--- src/rtl/approx_mul_seq_if.sv ---
// Operand/result handshake bundle for approx_mul_seq.
// The source/sink side uses master; the multiplier uses slave.
interface approx_mul_seq_if #(
   parameter int N = 8
) ();
   logic           in_valid;
   logic           in_ready;
   logic [N-1:0]   a;
   logic [N-1:0]   b;
   logic           mode;
   logic           out_valid;
   logic           out_ready;
   logic [2*N-1:0] c;

   modport master (
      output in_valid, a, b, mode, out_ready,
      input  in_ready, out_valid, c
   );

   modport slave (
      input  in_valid, a, b, mode, out_ready,
      output in_ready, out_valid, c
   );
endinterface

--- src/rtl/approx_mul_seq.sv ---
// Sequential radix-2 shift-add N x N multiplier, one multiplier bit per clock.
// Approximate mode discards partial-product columns 0..K-1; op_count saturates.
module approx_mul_seq #(
   parameter int N  = 8,
   parameter int K  = 4,
   parameter int CW = 16
) (
   input  logic          clk,
   input  logic          rst,
   approx_mul_seq_if.slave bus,
   output logic          busy,
   output logic [CW-1:0] op_count
);
   localparam int W  = 2 * N;
   localparam int IW = (N > 1) ? $clog2(N) : 1;
   // K == W shifts the one out entirely, so every column is discarded.
   localparam logic [W-1:0] APPROX_MASK = ~((W'(1) << K) - W'(1));

   typedef enum logic [1:0] {IDLE, RUN, DONE} state_t;

   state_t        state_q, state_d;
   logic [N-1:0]  a_q, a_d;
   logic [N-1:0]  b_q, b_d;
   logic          mode_q, mode_d;
   logic [W-1:0]  acc_q, acc_d;
   logic [IW-1:0] idx_q, idx_d;
   logic [W-1:0]  c_q, c_d;
   logic [CW-1:0] op_count_q, op_count_d;

   logic [W-1:0]  pp_full;
   logic [W-1:0]  pp;
   logic [W-1:0]  sum;

   always_comb begin
      pp_full = b_q[idx_q] ? (W'(a_q) << idx_q) : '0;
      pp      = mode_q ? (pp_full & APPROX_MASK) : pp_full;
      sum     = acc_q + pp;
   end

   always_comb begin
      // NOTE: every variable gets a default first, so no path leaves a latch behind.
      state_d    = state_q;
      a_d        = a_q;
      b_d        = b_q;
      mode_d     = mode_q;
      acc_d      = acc_q;
      idx_d      = idx_q;
      c_d        = c_q;
      op_count_d = op_count_q;
      unique case (state_q)
         IDLE: begin
            if (bus.in_valid) begin
               a_d     = bus.a;
               b_d     = bus.b;
               mode_d  = bus.mode;
               acc_d   = '0;
               idx_d   = '0;
               state_d = RUN;
            end
         end
         RUN: begin
            acc_d = sum;
            idx_d = idx_q + IW'(1);
            if (idx_q == IW'(N - 1)) begin
               c_d     = sum;
               state_d = DONE;
            end
         end
         DONE: begin
            if (bus.out_ready) begin
               state_d = IDLE;
               if (op_count_q != {CW{1'b1}}) op_count_d = op_count_q + CW'(1);
            end
         end
         default: state_d = IDLE;
      endcase
   end

   always_ff @(posedge clk) begin
      // NOTE: sequential state uses non-blocking assignments only, so all flops update together.
      if (rst) begin
         state_q    <= IDLE;
         a_q        <= '0;
         b_q        <= '0;
         mode_q     <= 1'b0;
         acc_q      <= '0;
         idx_q      <= '0;
         c_q        <= '0;
         op_count_q <= '0;
      end else begin
         state_q    <= state_d;
         a_q        <= a_d;
         b_q        <= b_d;
         mode_q     <= mode_d;
         acc_q      <= acc_d;
         idx_q      <= idx_d;
         c_q        <= c_d;
         op_count_q <= op_count_d;
      end
   end

   assign bus.in_ready  = (state_q == IDLE);
   assign bus.out_valid = (state_q == DONE);
   assign bus.c         = c_q;
   assign busy          = (state_q != IDLE);
   assign op_count      = op_count_q;
endmodule

--- src/flat_wrapper.sv ---
// flat-port wrapper written by rule: the top's interface ports become plain ports
module approx_mul_seq_flat 
#(
   parameter int N  = 8,
   parameter int K  = 4,
   parameter int CW = 16
)
  (clk, rst, busy, op_count, bus_in_valid, bus_a, bus_b, bus_mode, bus_out_ready, bus_in_ready, bus_out_valid, bus_c);
  approx_mul_seq_if #(.N(N)) bus_i ();
  input  logic clk;
  input  logic rst;
  output logic busy;
  output logic [CW-1:0] op_count;
  input wire logic [$bits(bus_i.in_valid)-1:0] bus_in_valid;
  input wire logic [$bits(bus_i.a)-1:0] bus_a;
  input wire logic [$bits(bus_i.b)-1:0] bus_b;
  input wire logic [$bits(bus_i.mode)-1:0] bus_mode;
  input wire logic [$bits(bus_i.out_ready)-1:0] bus_out_ready;
  output wire logic [$bits(bus_i.in_ready)-1:0] bus_in_ready;
  output wire logic [$bits(bus_i.out_valid)-1:0] bus_out_valid;
  output wire logic [$bits(bus_i.c)-1:0] bus_c;
  assign bus_i.in_valid = bus_in_valid;
  assign bus_i.a = bus_a;
  assign bus_i.b = bus_b;
  assign bus_i.mode = bus_mode;
  assign bus_i.out_ready = bus_out_ready;
  assign bus_in_ready = bus_i.in_ready;
  assign bus_out_valid = bus_i.out_valid;
  assign bus_c = bus_i.c;
  approx_mul_seq #(.N(N), .K(K), .CW(CW)) u_core (.clk(clk), .rst(rst), .bus(bus_i), .busy(busy), .op_count(op_count));
endmodule
--- config.mk ---
export PLATFORM = sky130hd
export DESIGN_NAME = approx_mul_seq_flat
export DESIGN_NICKNAME = d
export VERILOG_FILES = /design/src/rtl/approx_mul_seq_if.sv /design/src/rtl/approx_mul_seq.sv /design/src/flat_wrapper.sv
export SDC_FILE = /design/constraint.sdc
export NUM_CORES = 1
export LEC_CHECK = 0
export ABC_AREA = 1
export CAP_MARGIN = 30
export CORE_ASPECT_RATIO = 0.5
export CORE_MARGIN = 4
export CORE_UTILIZATION = 46
export CTS_CLUSTER_DIAMETER = 200
export CTS_CLUSTER_SIZE = 30
export DETAILED_ROUTE_END_ITERATION = 10
export DONT_BUFFER_PORTS = 1
export PLACE_DENSITY = 0.61
export SETUP_SLACK_MARGIN = 0.15
export SLEW_MARGIN = 15
export SYNTH_ARGS = -nofsm -noshare
export SYNTH_HDL_FRONTEND = slang
export SYNTH_SLANG_ARGS = --single-unit
--- constraint.sdc ---
create_clock -name clk -period 6.25 [get_ports clk]
set_input_delay 0.625 -clock clk [delete_from_list [all_inputs] [get_ports clk]]
set_output_delay 0.625 -clock clk [all_outputs]
set_load 0.02 [all_outputs]
# Word level (Yosys, flattened, before mapping)
# Index checks and enable logic that the tools add are counted.
[totals]
ff_bits = 70
inputBits = 21
output_inout_bits = 35
wordCells = 40
[op_classes]
addsub = 3
n_lt_le_gt_ge = 1
eq_ne = 7
shifts = 1
muxes = 12
reduce_logical = 8
[op_table]
columns = ["operator", "count"]
rows = [
  ["2-to-1 mux 16 bit", 2],
  ["one-hot mux 16 bit (2 select lines)", 1],
  ["adder 16 x 1 -> 16 bit, second input constant", 1],
  ["adder 16 bit", 1],
  ["!= test 16 bit, second input constant", 1],
  ["<< shifter 8 x 3 -> 16 bit", 1],
  ["2-to-1 mux 2 bit", 3],
  ["one-hot mux 2 bit (3 select lines)", 1],
  ["one-hot mux 3 bit (2 select lines)", 1],
  ["AND reduction 2 bit", 3],
  ["AND reduction 3 bit", 2],
  ["less-than comparator 3 x 4 -> 1 bit, second input constant", 1],
  ["2-to-1 mux 4 bit", 1],
  ["!= test 2 bit, second input constant", 2],
  ["nonzero test 2 bit", 2],
  ["adder 3 x 1 -> 3 bit, second input constant", 1],
  ["binary-select mux 1 bit (select 3 bit)", 1],
  ["== test 3 bit, second input constant", 1],
  ["2-to-1 mux 3 bit", 1],
  ["== test 2 x 1 -> 1 bit, second input constant", 1],
  ["== test 2 bit, second input constant", 1],
  ["logical NOT 2 bit", 1],
  ["!= test 2 x 1 -> 1 bit, second input constant", 1],
  ["2-to-1 mux 1 bit", 1],
]

# Longest topological paths before layout
[logic_depth]
ltp_word = 6
mapped_depth = 21
depth_no_buf = 21

# Worst setup path after synthesis
# No wires, ideal clock.
[synth_timing]
path_kind = "register -> register"
startpoint = "register u_core.idx_q[1]"
endpoint = "register u_core.c_q[14], in the netlist u_core.bus.c[14]"
setup_time_ps = 109
arrival_time_ps = 2290
t_required_ps = 6141
setup_slack_ps = 3851
stages_incl_launch_ff = 20
n_path_buf = 1
cell_sequence = "dfxtp_1 > buf_2 > clkinv_1 > o21ai_0 > o22ai_1 > nand2_1 > or2_1 > nor3_1 > ha_1 > fa_1 > nand2_1 > nand2_1 > nand3_1 > nand2_1 > nand2_1 > nand3_1 > nand2_1 > nand2_1 > nand2_1 > inv_1"
[synth_between]
elab_chain_cells = 5
word_cells_on_any_way = 8
cone_classes = "add/sub (1); eq/ne (1); shift (1); mux (4); reduce/logical (1)"
[synth_lines]
columns = ["element", "line_no", "text"]
rows = [
  ["from (decl)", "approx_mul_seq.sv:26", "logic [IW-1:0] idx_q, idx_d;"],
  ["from (signal assigned)", "approx_mul_seq.sv:96", "idx_q <= idx_d;"],
  ["binary-select mux 1 bit (select 3 bit)", "approx_mul_seq.sv:35", "pp_full = b_q[idx_q] ? (W'(a_q) << idx_q) : '0;"],
  ["2-to-1 mux 1 bit (implied by the code)", "approx_mul_seq.sv:35", ""],
  ["2-to-1 mux 16 bit", "approx_mul_seq.sv:35", ""],
  ["2-to-1 mux 4 bit", "approx_mul_seq.sv:36", "pp = mode_q ? (pp_full & APPROX_MASK) : pp_full;"],
  ["adder 16 bit", "approx_mul_seq.sv:37", "sum = acc_q + pp;"],
  ["to (signal assigned)", "approx_mul_seq.sv:88", "c_q <= '0;"],
  ["to (signal assigned)", "approx_mul_seq.sv:97", "c_q <= c_d;"],
  ["to (decl)", "approx_mul_seq.sv:27", "logic [W-1:0] c_q, c_d;"],
]
# Parallel ways exist; a longest one is shown, timed or not. The select of a mux whose other input is x is not followed.
# A chain may end at the register's enable or synchronous reset.

# Worst setup path after layout
# Ends and elaborated chain as after synthesis.

==> results.json <==
{
  "outcome": "completed",
  "final-setup-viol-count": 0,
  "cellLeakagePower_uw": 0.002121,
  "drt_first_pass_iters": 5,
  "hold_depth": 1,
  "ctsResizeCount": 0,
  "clk_latency_ns": 0.34,
  "finalHoldViolCount": 0,
  "initial_core_util_pct": 47.84,
  "diodes": 0,
  "synth_nets": 686,
  "cts-root-buf": "clkbuf_16",
  "synthAdderAreaFrac_pct": 5.826,
  "synth_mux_area_share_pct": 0.4756,
  "cts_tree": "built",
  "synth_top_family_by_area": "simple AND/OR/NAND/NOR gates",
  "grt.total_usage_pct": 19.68,
  "holdWs_ns": 0.3556,
  "r2r_slack_ns": 3.06,
  "synth-seq-cells": 70,
  "rsz0062_at_grt": "false",
  "dp.final_hpwl_um": 7494,
  "ff2ff_path_depth": 18,
  "yosys.area_share.simple_pct": 32.07,
  "routed_via_density": 5.001,
  "netlist_area_mm2": 0.004209,
  "worst_clock_skew_ns": 0.008217,
  "cts_buffer_depth": 2,
  "yosysUniqueCellTypes": 36,
  "crit_top_cell": "nand2_1",
  "cts_buffers": 9,
  "boundaryPins": 56,
  "drive_gt1_share_pct": 6.843,
  "synth_compound_area_share_pct": 14.51,
  "yosysWarnings": 0,
  "dieArea_mm2": 0.01084,
  "avgRoutedWirePerCell_um": 13.14,
  "cap_violations": 0,
  "gp_congestion": 0.9042,
  "cts_sinks": 70,
  "synth_top_area_share_pct": 33.29,
  "ys_top_cells_by_area": "dfxtp_1 (33%), nand2_1 (17%), inv_1 (6.9%)",
  "core_mm2": 0.008798,
  "power_density_mw_per_mm2": 244.5,
  "grt_max_degree": 38,
  "final_util_pct": 52.42,
  "worstPathArrival_ns": 3.42,
  "required_ns": 6.48,
  "layout_common_cells": "nand2_1 (190), inv_1 (77), nor2_1 (73)",
  "die_x_um": 143.3,
  "cp_cell_sequence": "clkinv_1 -> o21ai_0 -> o22ai_1 -> nand2_1 -> or2_1 -> nor3_1 -> ha_1 -> fa_1 -> nand2_1 -> nand2_1 -> nand3_1 -> nand2_1 -> nand2_1 -> nand3_1 -> nand2_1 -> nand2_1 -> nand2_1 -> inv_1",
  "first_iter_violations": 201,
  "rows": 24,
  "antenna_found_initial": 0,
  "yosys.area_share.xor_xnor_pct": 3.954,
  "async_flop_share_pct": 0,
  "period_needed_ns": 3.189,
  "port_buffers": 0,
  "synthCells": 646,
  "slew_headroom_pct": 38.08,
  "ir_drop_mv": 0.1928,
  "antenna_left": 0,
  "synth_ff_type": "dfxtp_1",
  "postCtsHoldBufs": 0,
  "seq_area_frac_synth_pct": 33.29,
  "worst_setup_path_start_kind": "register",
  "finalWirelength_um": 9987,
  "drc": 0,
  "reg2reg_from": "u_core.idx_q[1]",
  "cpMaxStageDelayCell": "dfxtp_1",
  "grt_pass1_wl_um": 16820,
  "vias": 3801,
  "period_share_pct": 51.03,
  "clkTransAtPathRegs_ns": 0.06,
  "postCtsSetupBuffers": 0,
  "crit_path_end_kind": "register",
  "final_common_cell": "nand2_1",
  "drv_slew": 0,
  "finalSetupTns_ns": 0,
  "nFillCells": 872,
  "hold_path_end": "u_core.state_q[1]",
  "die_height_um": 75.64,
  "synth-edff-count": 0,
  "crit_start": "u_core.idx_q[1]",
  "min-delay-start": "rst",
  "crit_fanout": 18,
  "finish.net_count": 678,
  "r2r_end": "u_core.bus.c[14]",
  "tightest_slew_ns": 0.9278,
  "overflow": 0,
  "max_freq_mhz": 313.5,
  "syn_area_per_cell_um2": 6.516,
  "hp-class": "in2reg",
  "grt_pass1_vias": 3503,
  "cpPeakStageDelay_ns": 0.65,
  "area_growth_pct": 9.572,
  "crit_type": "reg2reg",
  "synth_top_cell_by_area": "dfxtp_1",
  "htreeDepth": 3
}
[Yosys cell counts (3+ instances only)]
| master | count |
|---|---|
| a21oi_1 | 40 |
| o21ai_0 | 44 |
| nand3_1 | 25 |
| nor3_1 | 18 |
| dfxtp_1 | 70 |
| a21oi_2 | 7 |
| o21bai_1 | 6 |
| xor2_1 | 15 |
| ha_1 | 18 |
| inv_2 | 3 |
| o21a_1 | 5 |
| clkbuf_1 | 10 |
| nand2_2 | 4 |
| xnor2_1 | 4 |
| nor2_2 | 3 |
| inv_1 | 77 |
| nand2_1 | 190 |
| nor2_1 | 73 |
| buf_2 | 9 |
| nor2_4 | 3 |
[area by class of cell]
| type | count | area, µm² | share of cell area, % |
|---|---|---|---|
| repair buffers | 2 | 30.03 | 0.6511 |
| clock inverters | 6 | 92.59 | 2.008 |
| clock buffers | 10 | 239.0 | 5.182 |
| flip-flops and latches | 70 | 1401 | 30.39 |
| inverters | 82 | 310.3 | 6.728 |
| multi-input cells | 473 | 2392 | 51.87 |
| well taps | 117 | 146.4 | 3.174 |
[critical path: cells and delay by family, from the launching register on]
family | cells | cell delay, ns
AND/OR/NAND/NOR | 12 | 1.09
buffers and inverters | 2 | 0.40
AO/OA/AOI/OAI | 2 | 0.27
adder cells (fa/ha/maj) | 2 | 0.67
flip-flops | 1 | 0.65
[report_power, final]
part / switching (µW) / internal, µW / total (µW)
logic: 58.5 / 28.3 / 86.8
registers: 12.0 / 459 / 470
clock network: 207 / 363 / 570
total: 278 / 850 / 1130
[metrics by stage]
stage          instances  total power [µW]  area [µm²]  setup slack [ns]
6_report             760              1127        4612             3.061
5_1_grt              760              1170        4612             2.664
4_1_cts              758              1137        4582             3.101
3_5_place_dp         742             564.9        4250             3.128
3_3_place_gp         742             564.3        4250             3.162
2_1_floorplan        646             548.8        4209             3.851
[registers in the layout, indices dropped and copies added, names as in the netlist]
signal,flops
u_core.a_q,8
u_core.acc_q,16
u_core.op_count,16
u_core.idx_q,3
u_core.mode_q,1
u_core.bus.c,16
u_core.state_q,2
u_core.b_q,8
[worst max path at each step]
stage                        to  cells after the start  slack (ns)
2_1_floorplan  u_core.bus.c[14]                     19        3.85
3_3_place_gp   u_core.bus.c[14]                     18        3.16
3_5_place_dp   u_core.bus.c[14]                     18        3.13
4_1_cts        u_core.bus.c[14]                     18        3.10
5_1_grt        u_core.bus.c[13]                     19        2.66
6_report       u_core.bus.c[14]                     18        3.06
[layer usage]
metal | GRT usage [%] | wire length, µm | vias up
met2 | 30.77 | 4243 | 75
met3 | 7.022 | 760 | 6
li1 | - | - | 2031
met4 | 4.906 | 78 | 0
met5 | 0 | 0 | -
met1 | 26.35 | 4904 | 1689
[cell families (layout without fill, tap and decap cells)]
family                     after synthesis  in the layout
and+or+nand+nor                        324            324
buffers and inverters                  103            100
xor gates and xnor gates                19             19
adders and majority gates               19             19
muxes                                    2              2
AOI/OAI and AO/OA                      109            109
DFF                                     70             70
No activity file was read; power rests on OpenSTA's default activity.
